**src/rtl/data_mem_ctrl_pkg.sv**
```systemverilog
// Shared types and helpers for the data-memory access stage.
//   size_t  : access width decoded from the core's 2-bit size field
//   state_t : access FSM states
//   BE_*    : byte-enable patterns (little-endian lanes)
package data_mem_ctrl_pkg;

    typedef enum logic [1:0] {
        SZ_BYTE = 2'b00,
        SZ_HALF = 2'b01,
        SZ_WORD = 2'b10
    } size_t;

    typedef enum logic [1:0] {
        IDLE,
        REQ,
        WAIT,
        DONE
    } state_t;

    localparam logic [3:0] BE_BYTE    = 4'b0001;
    localparam logic [3:0] BE_HALF_LO = 4'b0011;
    localparam logic [3:0] BE_HALF_HI = 4'b1100;
    localparam logic [3:0] BE_WORD    = 4'b1111;

    // Encodings 10 and 11 both mean a word access.
    function automatic size_t decode_size(input logic [1:0] s);
        case (s)
            2'b00:   return SZ_BYTE;
            2'b01:   return SZ_HALF;
            default: return SZ_WORD;
        endcase
    endfunction

    function automatic logic is_aligned(input size_t sz, input logic [1:0] a);
        case (sz)
            SZ_BYTE: return 1'b1;
            SZ_HALF: return ~a[0];
            default: return (a == 2'b00);
        endcase
    endfunction

    function automatic logic [3:0] byte_enables(input size_t sz, input logic [1:0] a);
        case (sz)
            SZ_BYTE: return BE_BYTE << a;
            SZ_HALF: return a[1] ? BE_HALF_HI : BE_HALF_LO;
            default: return BE_WORD;
        endcase
    endfunction

    // Store data is replicated across lanes so the byte enables alone pick the target.
    function automatic logic [31:0] lane_wdata(input size_t sz, input logic [31:0] wd);
        case (sz)
            SZ_BYTE: return {4{wd[7:0]}};
            SZ_HALF: return {2{wd[15:0]}};
            default: return wd;
        endcase
    endfunction

endpackage

```
**src/rtl/data_mem_ctrl_if.sv**
```systemverilog
// Variable-latency memory bus: req/gnt/rvalid handshake.
//   master : access controller (drives request fields, receives gnt/rvalid/rdata)
//   slave  : memory side
interface data_mem_ctrl_if;
    logic        bus_req;
    logic        bus_we;
    logic [31:0] bus_addr;
    logic [3:0]  bus_be;
    logic [31:0] bus_wdata;
    logic        bus_gnt;
    logic        bus_rvalid;
    logic [31:0] bus_rdata;

    modport master (
        output bus_req, bus_we, bus_addr, bus_be, bus_wdata,
        input  bus_gnt, bus_rvalid, bus_rdata
    );

    modport slave (
        input  bus_req, bus_we, bus_addr, bus_be, bus_wdata,
        output bus_gnt, bus_rvalid, bus_rdata
    );
endinterface

```
**src/rtl/data_mem_ctrl_load_align.sv**
```systemverilog
// Load lane selection and extension.
//   rdata    : raw 32-bit bus word
//   addr_lo  : byte offset of the access
//   size     : access width
//   sign_ext : 1 sign-extends byte/half, 0 zero-extends; ignored for words
//   value    : 32-bit result for write-back
module data_mem_ctrl_load_align
    import data_mem_ctrl_pkg::*;
(
    input  logic [31:0] rdata,
    input  logic [1:0]  addr_lo,
    input  size_t       size,
    input  logic        sign_ext,
    output logic [31:0] value
);

    logic [7:0]  byte_lane;
    logic [15:0] half_lane;

    always_comb begin
        case (addr_lo)
            2'b00:   byte_lane = rdata[7:0];
            2'b01:   byte_lane = rdata[15:8];
            2'b10:   byte_lane = rdata[23:16];
            default: byte_lane = rdata[31:24];
        endcase
        half_lane = addr_lo[1] ? rdata[31:16] : rdata[15:0];

        case (size)
            SZ_BYTE: value = {{24{sign_ext & byte_lane[7]}}, byte_lane};
            SZ_HALF: value = {{16{sign_ext & half_lane[15]}}, half_lane};
            default: value = rdata;
        endcase
    end

endmodule

```
**src/rtl/data_mem_ctrl.sv**
```systemverilog
// Data-memory access stage between the single-cycle datapath and a
// variable-latency bus. Stalls the core until each load/store completes.
//   clk, rst                 : clock, synchronous active-high reset
//   mem_read, mem_write      : access request (store wins if both set)
//   size, sign_ext           : access width and load extension
//   addr, write_data         : byte address and store operand
//   read_data                : load result, held until the next completed load
//   stall                    : core holds PC/regs while high
//   misaligned               : request rejected, no bus activity
//   bus_err                  : one-cycle pulse when an access is ended by timeout
//   bus                      : memory bus (master side)
// TIMEOUT: max cycles in REQ+WAIT before forced completion; 0 disables.
module data_mem_ctrl
    import data_mem_ctrl_pkg::*;
#(
    parameter int unsigned TIMEOUT = 255
) (
    input  logic               clk,
    input  logic               rst,
    input  logic               mem_read,
    input  logic               mem_write,
    input  logic [1:0]         size,
    input  logic               sign_ext,
    input  logic [31:0]        addr,
    input  logic [31:0]        write_data,
    output logic [31:0]        read_data,
    output logic               stall,
    output logic               misaligned,
    output logic               bus_err,
    data_mem_ctrl_if.master    bus
);

    localparam int unsigned CW = (TIMEOUT > 1) ? $clog2(TIMEOUT + 1) : 1;
    localparam logic [CW-1:0] TO_LAST = CW'((TIMEOUT == 0) ? 0 : TIMEOUT - 1);

    state_t        state;
    size_t         req_size;
    size_t         cur_size;
    logic          cur_sign;
    logic [1:0]    cur_lo;
    logic [CW-1:0] to_cnt;
    logic [31:0]   load_value;
    logic          req_any;
    logic          req_ok;
    logic          timed_out;

    always_comb begin
        req_size   = decode_size(size);
        req_any    = mem_read | mem_write;
        req_ok     = is_aligned(req_size, addr[1:0]);
        timed_out  = (TIMEOUT != 0) && (to_cnt == TO_LAST);
        stall      = 1'b0;
        misaligned = 1'b0;
        case (state)
            IDLE: begin
                stall      = req_any & req_ok;
                misaligned = req_any & ~req_ok;
            end
            REQ, WAIT: stall = 1'b1;
            default:   stall = 1'b0;
        endcase
    end

    data_mem_ctrl_load_align u_align (
        .rdata    (bus.bus_rdata),
        .addr_lo  (cur_lo),
        .size     (cur_size),
        .sign_ext (cur_sign),
        .value    (load_value)
    );

    always_ff @(posedge clk) begin
        if (rst) begin
            state         <= IDLE;
            read_data     <= '0;
            bus_err       <= 1'b0;
            to_cnt        <= '0;
            cur_size      <= SZ_BYTE;
            cur_sign      <= 1'b0;
            cur_lo        <= '0;
            bus.bus_req   <= 1'b0;
            bus.bus_we    <= 1'b0;
            bus.bus_addr  <= '0;
            bus.bus_be    <= '0;
            bus.bus_wdata <= '0;
        end else begin
            bus_err <= 1'b0;
            case (state)
                IDLE: begin
                    to_cnt <= '0;
                    if (req_any && req_ok) begin
                        bus.bus_req   <= 1'b1;
                        bus.bus_we    <= mem_write;
                        bus.bus_addr  <= {addr[31:2], 2'b00};
                        bus.bus_be    <= byte_enables(req_size, addr[1:0]);
                        bus.bus_wdata <= lane_wdata(req_size, write_data);
                        cur_size      <= req_size;
                        cur_sign      <= sign_ext;
                        cur_lo        <= addr[1:0];
                        state         <= REQ;
                    end
                end
                // A handshake on the final allowed cycle still completes normally.
                REQ: begin
                    if (bus.bus_gnt) begin
                        bus.bus_req <= 1'b0;
                        if (bus.bus_we) begin
                            to_cnt <= '0;
                            state  <= DONE;
                        end else if (bus.bus_rvalid) begin
                            read_data <= load_value;
                            to_cnt    <= '0;
                            state     <= DONE;
                        end else begin
                            to_cnt <= to_cnt + CW'(1);
                            state  <= WAIT;
                        end
                    end else if (timed_out) begin
                        bus.bus_req <= 1'b0;
                        bus_err     <= 1'b1;
                        to_cnt      <= '0;
                        state       <= DONE;
                    end else begin
                        to_cnt <= to_cnt + CW'(1);
                    end
                end
                WAIT: begin
                    if (bus.bus_rvalid) begin
                        read_data <= load_value;
                        to_cnt    <= '0;
                        state     <= DONE;
                    end else if (timed_out) begin
                        bus_err <= 1'b1;
                        to_cnt  <= '0;
                        state   <= DONE;
                    end else begin
                        to_cnt <= to_cnt + CW'(1);
                    end
                end
                default: begin
                    to_cnt <= '0;
                    state  <= IDLE;
                end
            endcase
        end
    end

endmodule

```
**src/flat_wrapper.sv**
```systemverilog
// flat-port wrapper written by rule: the top's interface ports become plain ports
module data_mem_ctrl_flat import data_mem_ctrl_pkg::*;
#(
    parameter int unsigned TIMEOUT = 255
)
  (clk, rst, mem_read, mem_write, size, sign_ext, addr, write_data, read_data, stall, misaligned, bus_err, bus_bus_req, bus_bus_we, bus_bus_addr, bus_bus_be, bus_bus_wdata, bus_bus_gnt, bus_bus_rvalid, bus_bus_rdata);
  data_mem_ctrl_if bus_i ();
  input  logic clk;
  input  logic rst;
  input  logic mem_read;
  input  logic mem_write;
  input  logic [1:0] size;
  input  logic sign_ext;
  input  logic [31:0] addr;
  input  logic [31:0] write_data;
  output logic [31:0] read_data;
  output logic stall;
  output logic misaligned;
  output logic bus_err;
  output wire logic [$bits(bus_i.bus_req)-1:0] bus_bus_req;
  output wire logic [$bits(bus_i.bus_we)-1:0] bus_bus_we;
  output wire logic [$bits(bus_i.bus_addr)-1:0] bus_bus_addr;
  output wire logic [$bits(bus_i.bus_be)-1:0] bus_bus_be;
  output wire logic [$bits(bus_i.bus_wdata)-1:0] bus_bus_wdata;
  input wire logic [$bits(bus_i.bus_gnt)-1:0] bus_bus_gnt;
  input wire logic [$bits(bus_i.bus_rvalid)-1:0] bus_bus_rvalid;
  input wire logic [$bits(bus_i.bus_rdata)-1:0] bus_bus_rdata;
  assign bus_bus_req = bus_i.bus_req;
  assign bus_bus_we = bus_i.bus_we;
  assign bus_bus_addr = bus_i.bus_addr;
  assign bus_bus_be = bus_i.bus_be;
  assign bus_bus_wdata = bus_i.bus_wdata;
  assign bus_i.bus_gnt = bus_bus_gnt;
  assign bus_i.bus_rvalid = bus_bus_rvalid;
  assign bus_i.bus_rdata = bus_bus_rdata;
  data_mem_ctrl #(.TIMEOUT(TIMEOUT)) u_core (.clk(clk), .rst(rst), .mem_read(mem_read), .mem_write(mem_write), .size(size), .sign_ext(sign_ext), .addr(addr), .write_data(write_data), .read_data(read_data), .stall(stall), .misaligned(misaligned), .bus_err(bus_err), .bus(bus_i));
endmodule
```
**config.mk**
```make
export PLATFORM = sky130hd
export DESIGN_NAME = data_mem_ctrl_flat
export DESIGN_NICKNAME = d
export VERILOG_FILES = /design/src/rtl/data_mem_ctrl_pkg.sv /design/src/rtl/data_mem_ctrl_if.sv /design/src/rtl/data_mem_ctrl_load_align.sv /design/src/rtl/data_mem_ctrl.sv /design/src/flat_wrapper.sv
export SDC_FILE = /design/constraint.sdc
export NUM_CORES = 1
export LEC_CHECK = 0
export ABC_AREA = 0
export CORE_ASPECT_RATIO = 1.75
export CORE_MARGIN = 2
export CORE_UTILIZATION = 35
export DETAILED_ROUTE_END_ITERATION = 8
export GPL_TIMING_DRIVEN = 0
export PLACE_DENSITY = 0.66
export SETUP_SLACK_MARGIN = 0.1
export SLEW_MARGIN = 40
export SYNTH_ARGS = -nofsm -noshare
export SYNTH_HDL_FRONTEND = slang
export SYNTH_HIERARCHICAL = 1
export SYNTH_SLANG_ARGS = --single-unit
```
**constraint.sdc**
```tcl
create_clock -name clk -period 3 [get_ports clk]
set_input_delay 0.45 -clock clk [delete_from_list [all_inputs] [get_ports clk]]
set_output_delay 0.45 -clock clk [all_outputs]
set_load 0.02 [all_outputs]
```
==> results of run 1 <==
## power by group through the flow
stage,sequential [uW],clock (uW),combinational [uW]
after floorplan,2080,0,949
after global placement,1880,0,1970
after detailed placement,1880,0,1980
after CTS,1850,2080,1980
after global routing,1870,2150,2120
final,1850,2040,1960
## area by class of cell
class                           instances  area share
Inverter                                9    0.003996
Clock buffer                           18     0.05195
Timing Repair Buffer                  205      0.2426
Buffer                                 54     0.04056
Clock inverter                         14     0.01806
Multi-Input combinational cell        466      0.3401
Tap cell                              189     0.02798
Sequential cell                       116      0.2747
## sequential cells by signal, indices dropped and copies added (netlist names)
name                  cells
u_core/to_cnt             8
u_core/cur_sign           1
u_core/bus.bus_req        1
u_core/bus.bus_wdata     32
u_core/cur_size           2
u_core/bus.bus_be         4
u_core/read_data         32
u_core/bus_err            1
u_core/bus.bus_we         1
u_core/bus.bus_addr      30
u_core/cur_lo             2
u_core/state              2
## stage by stage
stage | TNS (ps) | area, sq um | cells | util
detailed placement | -189.6 | 7864 | 1040 | 0.5002
global route | 0 | 8453 | 1071 | 0.5376
floorplan | 0 | 5575 | 646 | -
CTS | 0 | 8453 | 1071 | 0.5376
global placement | -176.1 | 7864 | 1040 | 0.5002
finish | 0 | 8453 | 1071 | 0.5376
## placed cells by master (no fill, tap or decap), types with 4 or more instances in the layout
cell / count
mux2i_1: 71
xnor2_1: 4
o22a_1: 7
nor3_1: 4
buf_2: 12
clkbuf_1: 20
clkdlybuf4s50_1: 204
dfxtp_1: 116
a211oi_1: 16
a21oi_1: 54
buf_6: 12
ha_1: 7
nor2b_1: 14
o21ai_0: 7
clkbuf_16: 17
nand2_1: 131
inv_1: 8
clkinvlp_4: 4
o221ai_1: 8
nor2_1: 69
buf_4: 9
o211ai_1: 15
a22oi_1: 9
nand3_1: 6
o211ai_2: 10
## layer usage
metal / vias to the layer above / share of wire / global-route usage
li1: 2671 / - / -
met1: 2480 / 0.36 / 0.2257
met2: 186 / 0.54 / 0.4098
met3: 30 / 0.062 / 0.06209
met4: 0 / 0.031 / 0.09113
met5: - / 0 / 0
## worst max-delay path: stages
cell and delay (ps):
clkdlybuf4s50_1 540, and2_1 250, nor3_2 230, buf_6 230
nor2_1 60, nor2_1 110, dlygate4sd2_1 340
## cell usage after synthesis, types with 2 or more instances
cell type and instances:
a211oi_1 16, a21oi_1 54, a22oi_1 9, a311oi_1 3, buf_2 13, buf_4 10
buf_6 11, clkbuf_1 20, dfxtp_1 116, ha_1 7, inv_1 8, mux2_2 2
mux2i_1 71, nand2_1 131, nand3_1 6, nor2_1 69, nor2b_1 14, nor3_1 4
o211ai_1 15, o211ai_2 10, o21a_1 2, o21ai_0 8, o21ba_2 2, o21bai_1 2
o221ai_1 8, o22a_1 7, or3_1 2, xnor2_1 4, xor2_1 2
## final timing paths
check / start / endpoint / slack (ps) / cells past startpoint
worst max register to register: u_core/state[1] / u_core/read_data[24] / 950 / 7
worst min register to register: u_core/bus.bus_addr[24] / u_core/bus.bus_addr[24] / 450 / 2
worst max-delay path: addr[1] / stall / 330 / 7
worst min-delay path: u_core/bus.bus_addr[24] / u_core/bus.bus_addr[24] / 450 / 2
## timing repair
item,in CTS,in global routing
setup buffers,0,0
resized for setup,2,1
pin swaps,0,0
setup endpoints to repair,1,1
## logic make-up after synthesis
| group | after synthesis | share of synthesized area |
|---|---|---|
| AND/OR/NAND/NOR | 234 | 0.1734 |
| AO/OA/AOI/OAI | 144 | 0.1846 |
| flip-flops | 116 | 0.4168 |
| multiplexers | 73 | 0.1316 |
| buffers and inverters | 64 | 0.06782 |
| adder cells (fa/ha/maj) | 7 | 0.01572 |
| XOR/XNOR | 6 | 0.009432 |
| other | 1 | 0.0006731 |
==> metrics.md, run 1 <==
| Metric | Value |
|---|---|
| EDFF count, synth | `0` |
| Root buf cell | `clkbuf_16` |
| Internal Power | `3870 uW` |
| Synthesized flop and latch total | `about 120` |
| Cell count after synthesis | `roughly 650` |
| GRT Util Overall | `0.2195` |
| Top FF cell, synth | `dfxtp_1` |
| Setup crit start kind | `input port` |
| CP required | `2550 ps` |
| Peak supply drop | `420.5 uV` |
| Final setup margin | `~330 ps` |
| Clk_lat worst skew | `410 ps` |
| Final Wtd Congestion | `between 0.8 and 0.9` |
| Ys async rst share | `0` |
| Worst hold path type | `reg -> reg` |
| RSZ-0062 raised after global routing | `false` |
| Syn avg cell area | `approximately 8.6 sq um` |
| Leading area contributor after synthesis | `dfxtp_1` |
| Combinational power share | `0.336` |
| Area contributors post-synth | `dfxtp_1 (42%), mux2i_1 (13%), nand2_1 (8.8%)` |
| Row cnt | `61` |
| Mapped Area | `5572 sq um` |
| Seq pwr share | `0.316` |
| Clk pin slew, worst setup/hold paths | `50 ps` |
| Avg WL per Cell | `17.44 um` |
| Core area | `15720 sq um` |
| Sink Count | `about 120` |
| Area occupied by multi-input gates | `2875 sq um` |
| Final Hold Fails | `0` |
| Max cap viols | `0` |
| Drt pass-1 iters | `4` |
| Final HPWL DP | `14390 um` |
| Tcrit/Tclk final | `0.8911` |
| Largest net degree at the start of global routing | `20` |
| Antenna violations before repair | `0` |
| Die ar. | `16980 sq um` |
| Pre-CTS worst setup slack | `-189.6 ps` |
| Power Dens Cells | `691.5 nW/um^2` |
| Diode count | `0` |
| Top Ports | `210` |
| Remaining DRCs | `0` |
| Final wirelength | `18670 um` |
| Clock skew | `12.73 ps` |
| Total power | `roughly 6000 uW` |
| Vias per Instance | `about 5.0` |
| Final slew viol count | `0` |
| Register area share after synthesis | `0.4168` |
| Status | `finished clean` |
| Grt ovf | `0` |
| Sw power | `1975 uW` |
| # fillers | `1508` |
| Rel. slew slack | `0.4953` |
| CP Class | `in -> out` |
| Sequential cell area | `2322 sq um` |
| Initial drt markers | `170` |
| Library cells used by synthesis | `48` |
| Die span in x | `roughly 100 um` |
| Layout overhead on the synthesized area | `51.72%` |
| NumNets Final | `981` |
| H-tree Lvls | `4` |
| First-pass GRT wire length | `between 20000 and 30000 um` |
| Chip height | `170.9 um` |
| IO buf count | `205` |
| Crit path capture type | `output port` |
| ANT nets after route | `0` |
| Share of cells above drive strength 1 | `0.09751` |
| Worst Path Max Fanout | `19` |
| Post-layout minimum cycle time | `2673 ps` |
| CP Data Arrival Time | `2220 ps` |
| Vias in the first global route | `5322` |
| Starting Density | `0.3544` |
| Power share of the clock group | `0.348` |
| CTS tree | `yes` |
| Yosys top cell area share | `0.4168` |
| Via count | `5367` |
| TritonCTS Buffers | `17` |
| CTS Hold Bufs | `0` |
| Final setup violation count | `0` |
| YS warnings | `6` |
| Max Clock Freq | `374.1 MHz` |
| Bufs on Longest Clock Path | `2` |
| Final hold slack | `450.1 ps` |
| LEAKAGE | `roughly 0.0034 uW` |
| Worst-margin pin slew | `757.1 ps` |
| Switching share of power | `0.3379` |
No activity file was read; power rests on OpenSTA's default activity.
==> run 2: changes to the inputs <==
clock period = 2.5 ns   (was 3 ns; I/O delays follow)
==> metrics.md, run 2 (synthesis results as in run 1) <==
| Metric | Value |
|---|---|
| Final setup violation count | `0 (unchanged)` |
| Sink Count | `116 (unchanged)` |
| Vias in the first global route | `5332 (+0.19%)` |
| Most frequent cells in the layout | `clkdlybuf4s50_1 (203), nand2_1 (131), dfxtp_1 (116), mux2i_1 (71), nor2_1 (69)` |
| TritonCTS Buffers | `17 (unchanged)` |
| Sw power | `2380 uW (+21%)` |
| GRT Util Overall | `0.2198 (+0.0002545)` |
| Total negative slack | `0 ps (unchanged)` |
| Worst hold path type | `reg -> reg` |
| Seq pwr share | `0.315 (about the same)` |
| Power Dens Cells | `830.7 nW/um^2 (+20%)` |
| Antenna violations before repair | `0 (unchanged)` |
| Max cap viols | `0 (unchanged)` |
| CP required | `2120 ps (-430 ps)` |
| Rel. slew slack | `0.4984 (+0.003087)` |
| Tcrit/Tclk final | `0.8901` |
| Die span in x | `99.38 um (unchanged)` |
| Row cnt | `61 (unchanged)` |
| Post-Place Cell Area | `7864 sq um (unchanged)` |
| Most frequent CP cell | `nor2_1` |
| Slowest stage cell, crit path | `clkdlybuf4s50_1` |
| First-pass GRT wire length | `28740 um (about the same)` |
| Clk pin slew, worst setup/hold paths | `50 ps (about the same)` |
| Final hold slack | `450.0 ps (-0.01900 ps)` |
| Combinational power share | `0.337 (about the same)` |
| Via count | `5388 (+0.39%)` |
| NumNets Final | `982 (+0.10%)` |
| Top Ports | `210 (unchanged)` |
| Crit path largest cell delay | `550 ps (about the same)` |
| Max Clock Freq | `449.4 MHz` |
| Worst Path Max Fanout | `6 (-13)` |
| Root buf cell | `clkbuf_16` |
| Bufs on Longest Clock Path | `2 (unchanged)` |
| Clk_lat worst skew | `410 ps (about the same)` |
| Remaining DRCs | `0 (unchanged)` |
| Layout overhead on the synthesized area | `51.88%` |
| Most common cell after layout, fill and taps aside | `clkdlybuf4s50_1` |
| Final HPWL DP | `14390 um (unchanged)` |
| Vias per Instance | `5.026 (+0.30%)` |
| Diode count | `0 (unchanged)` |
| Post-route design area | `8462 sq um (+0.10%)` |
| ANT nets after route | `0 (unchanged)` |
| Share of cells above drive strength 1 | `0.1031 (+0.005552)` |
| Chip height | `170.9 um (unchanged)` |
| Core area | `15720 sq um (unchanged)` |
| Pre-CTS worst setup slack | `-539.6 ps (-350.0 ps)` |
| Final slew viol count | `0 (unchanged)` |
| Drt pass-1 iters | `4 (unchanged)` |
| CP Class | `in -> out` |
| Peak supply drop | `504.4 uV (+20%)` |
| CTS Hold Bufs | `0 (unchanged)` |
| # fillers | `1509 (+0.066%)` |
| Largest registers | `u_core/bus.bus_wdata x32, u_core/read_data x32, u_core/bus.bus_addr x30` |
| H-tree Lvls | `4 (unchanged)` |
| Avg WL per Cell | `17.50 um (+0.34%)` |
| CP Data Arrival Time | `1850 ps (-370 ps)` |
| Clock skew | `12.25 ps (-0.4807 ps)` |
| Grt ovf | `0 (unchanged)` |
| IO buf count | `205 (unchanged)` |
| CP cell instances | `clkdlybuf4s50_1 -> and2_1 -> nor3_2 -> buf_6 -> nor2_1 -> nor2_1 -> buf_2` |
| Initial drt markers | `176 (+3.5%)` |
| Post-layout minimum cycle time | `around 2200 ps` |
| Final Wtd Congestion | `0.8738 (unchanged)` |
| Crit path capture type | `output port` |
| CTS tree | `yes` |
| Final setup margin | `274.8 ps (-51.75 ps)` |
| Worst-margin pin slew | `752.4 ps (-4.631 ps)` |
| Total power | `7029 uW (+20%)` |
| LEAKAGE | `0.003364 uW (+0.18%)` |
| Internal Power | `4649 uW (+20%)` |
| Power share of the clock group | `0.347 (about the same)` |
| Largest net degree at the start of global routing | `19 (-5.0%)` |
| Status | `finished clean` |
| Starting Density | `0.3544 (unchanged)` |
| Switching share of power | `0.3386 (+0.0006864)` |
| Setup crit start kind | `input port` |
| RSZ-0062 raised after global routing | `false` |
| Die ar. | `16980 sq um (unchanged)` |
| Final Hold Fails | `0 (unchanged)` |
| Final wirelength | `18760 um (+0.43%)` |
run 2: changes by cell type in the layout (fill, tap and decap cells not counted):
cell             change
buf_2                +1
buf_4                +1
clkdlybuf4s50_1      -1
ha_1                 -1
ha_2                 +1
inv_1                -1
inv_2                +1
o21ai_1              -1
o21ai_2              +1
run 2: final timing paths:
path	startpoint	endpoint	slack, ps	cells past startpoint
worst max-delay path	addr[1]	stall	270	7
worst min-delay path	u_core/bus.bus_addr[24]	u_core/bus.bus_addr[24]	450	2
worst max register to register	u_core/state[1]	u_core/read_data[24]	440	7
worst min register to register	u_core/bus.bus_addr[24]	u_core/bus.bus_addr[24]	450	2
run 2: area by class of cell:
class | instances | area [sq um] | area share
Multi-Input combinational cell | 466 | 2882 | 0.3405
Buffer | 54 | 342.8 | 0.04051
Tap cell | 189 | 236.5 | 0.02795
Clock inverter | 14 | 152.6 | 0.01804
Inverter | 9 | 33.78 | 0.003992
Clock buffer | 18 | 439.2 | 0.05190
Timing Repair Buffer | 206 | 2053 | 0.2426
Sequential cell | 116 | 2322 | 0.2744
run 2: layer usage:
| metal | up-vias | track usage | wire (um) |
|---|---|---|---|
| met2 | 199 | 0.4113 | 10180 |
| met5 | - | 0 | 0 |
| met1 | 2485 | 0.2252 | 6781 |
| met4 | 0 | 0.09113 | 562 |
| met3 | 31 | 0.06209 | 1230 |
| li1 | 2673 | - | - |
run 2: power groups by stage:
stage	Clock [uW]	Combinational (uW)	Sequential (uW)
2_1_floorplan	0	1140	2490
3_3_place_gp	0	2370	2250
3_5_place_dp	0	2380	2260
4_1_cts	2500	2390	2220
5_1_grt	2580	2550	2250
6_report	2440	2370	2220
run 2: stage by stage:
stage,utilization,cells
floorplan,-,646
global placement,0.5002,1040
detailed placement,0.5002,1040
CTS,0.5382,1072
global route,0.5382,1072
finish,0.5382,1072
run 2: timing repair:
action	4_1_cts	5_1_grt
setup endpoints to repair	2	1
pin swaps	0	1
setup buffers	1	0
gates cloned	0	0
resized for setup	7	3
run 2: worst max-delay path, delay by kind of cell:
kind	cells	cell delay (ps)
buffers and inverters	3	860
AND/OR/NAND/NOR	4	610
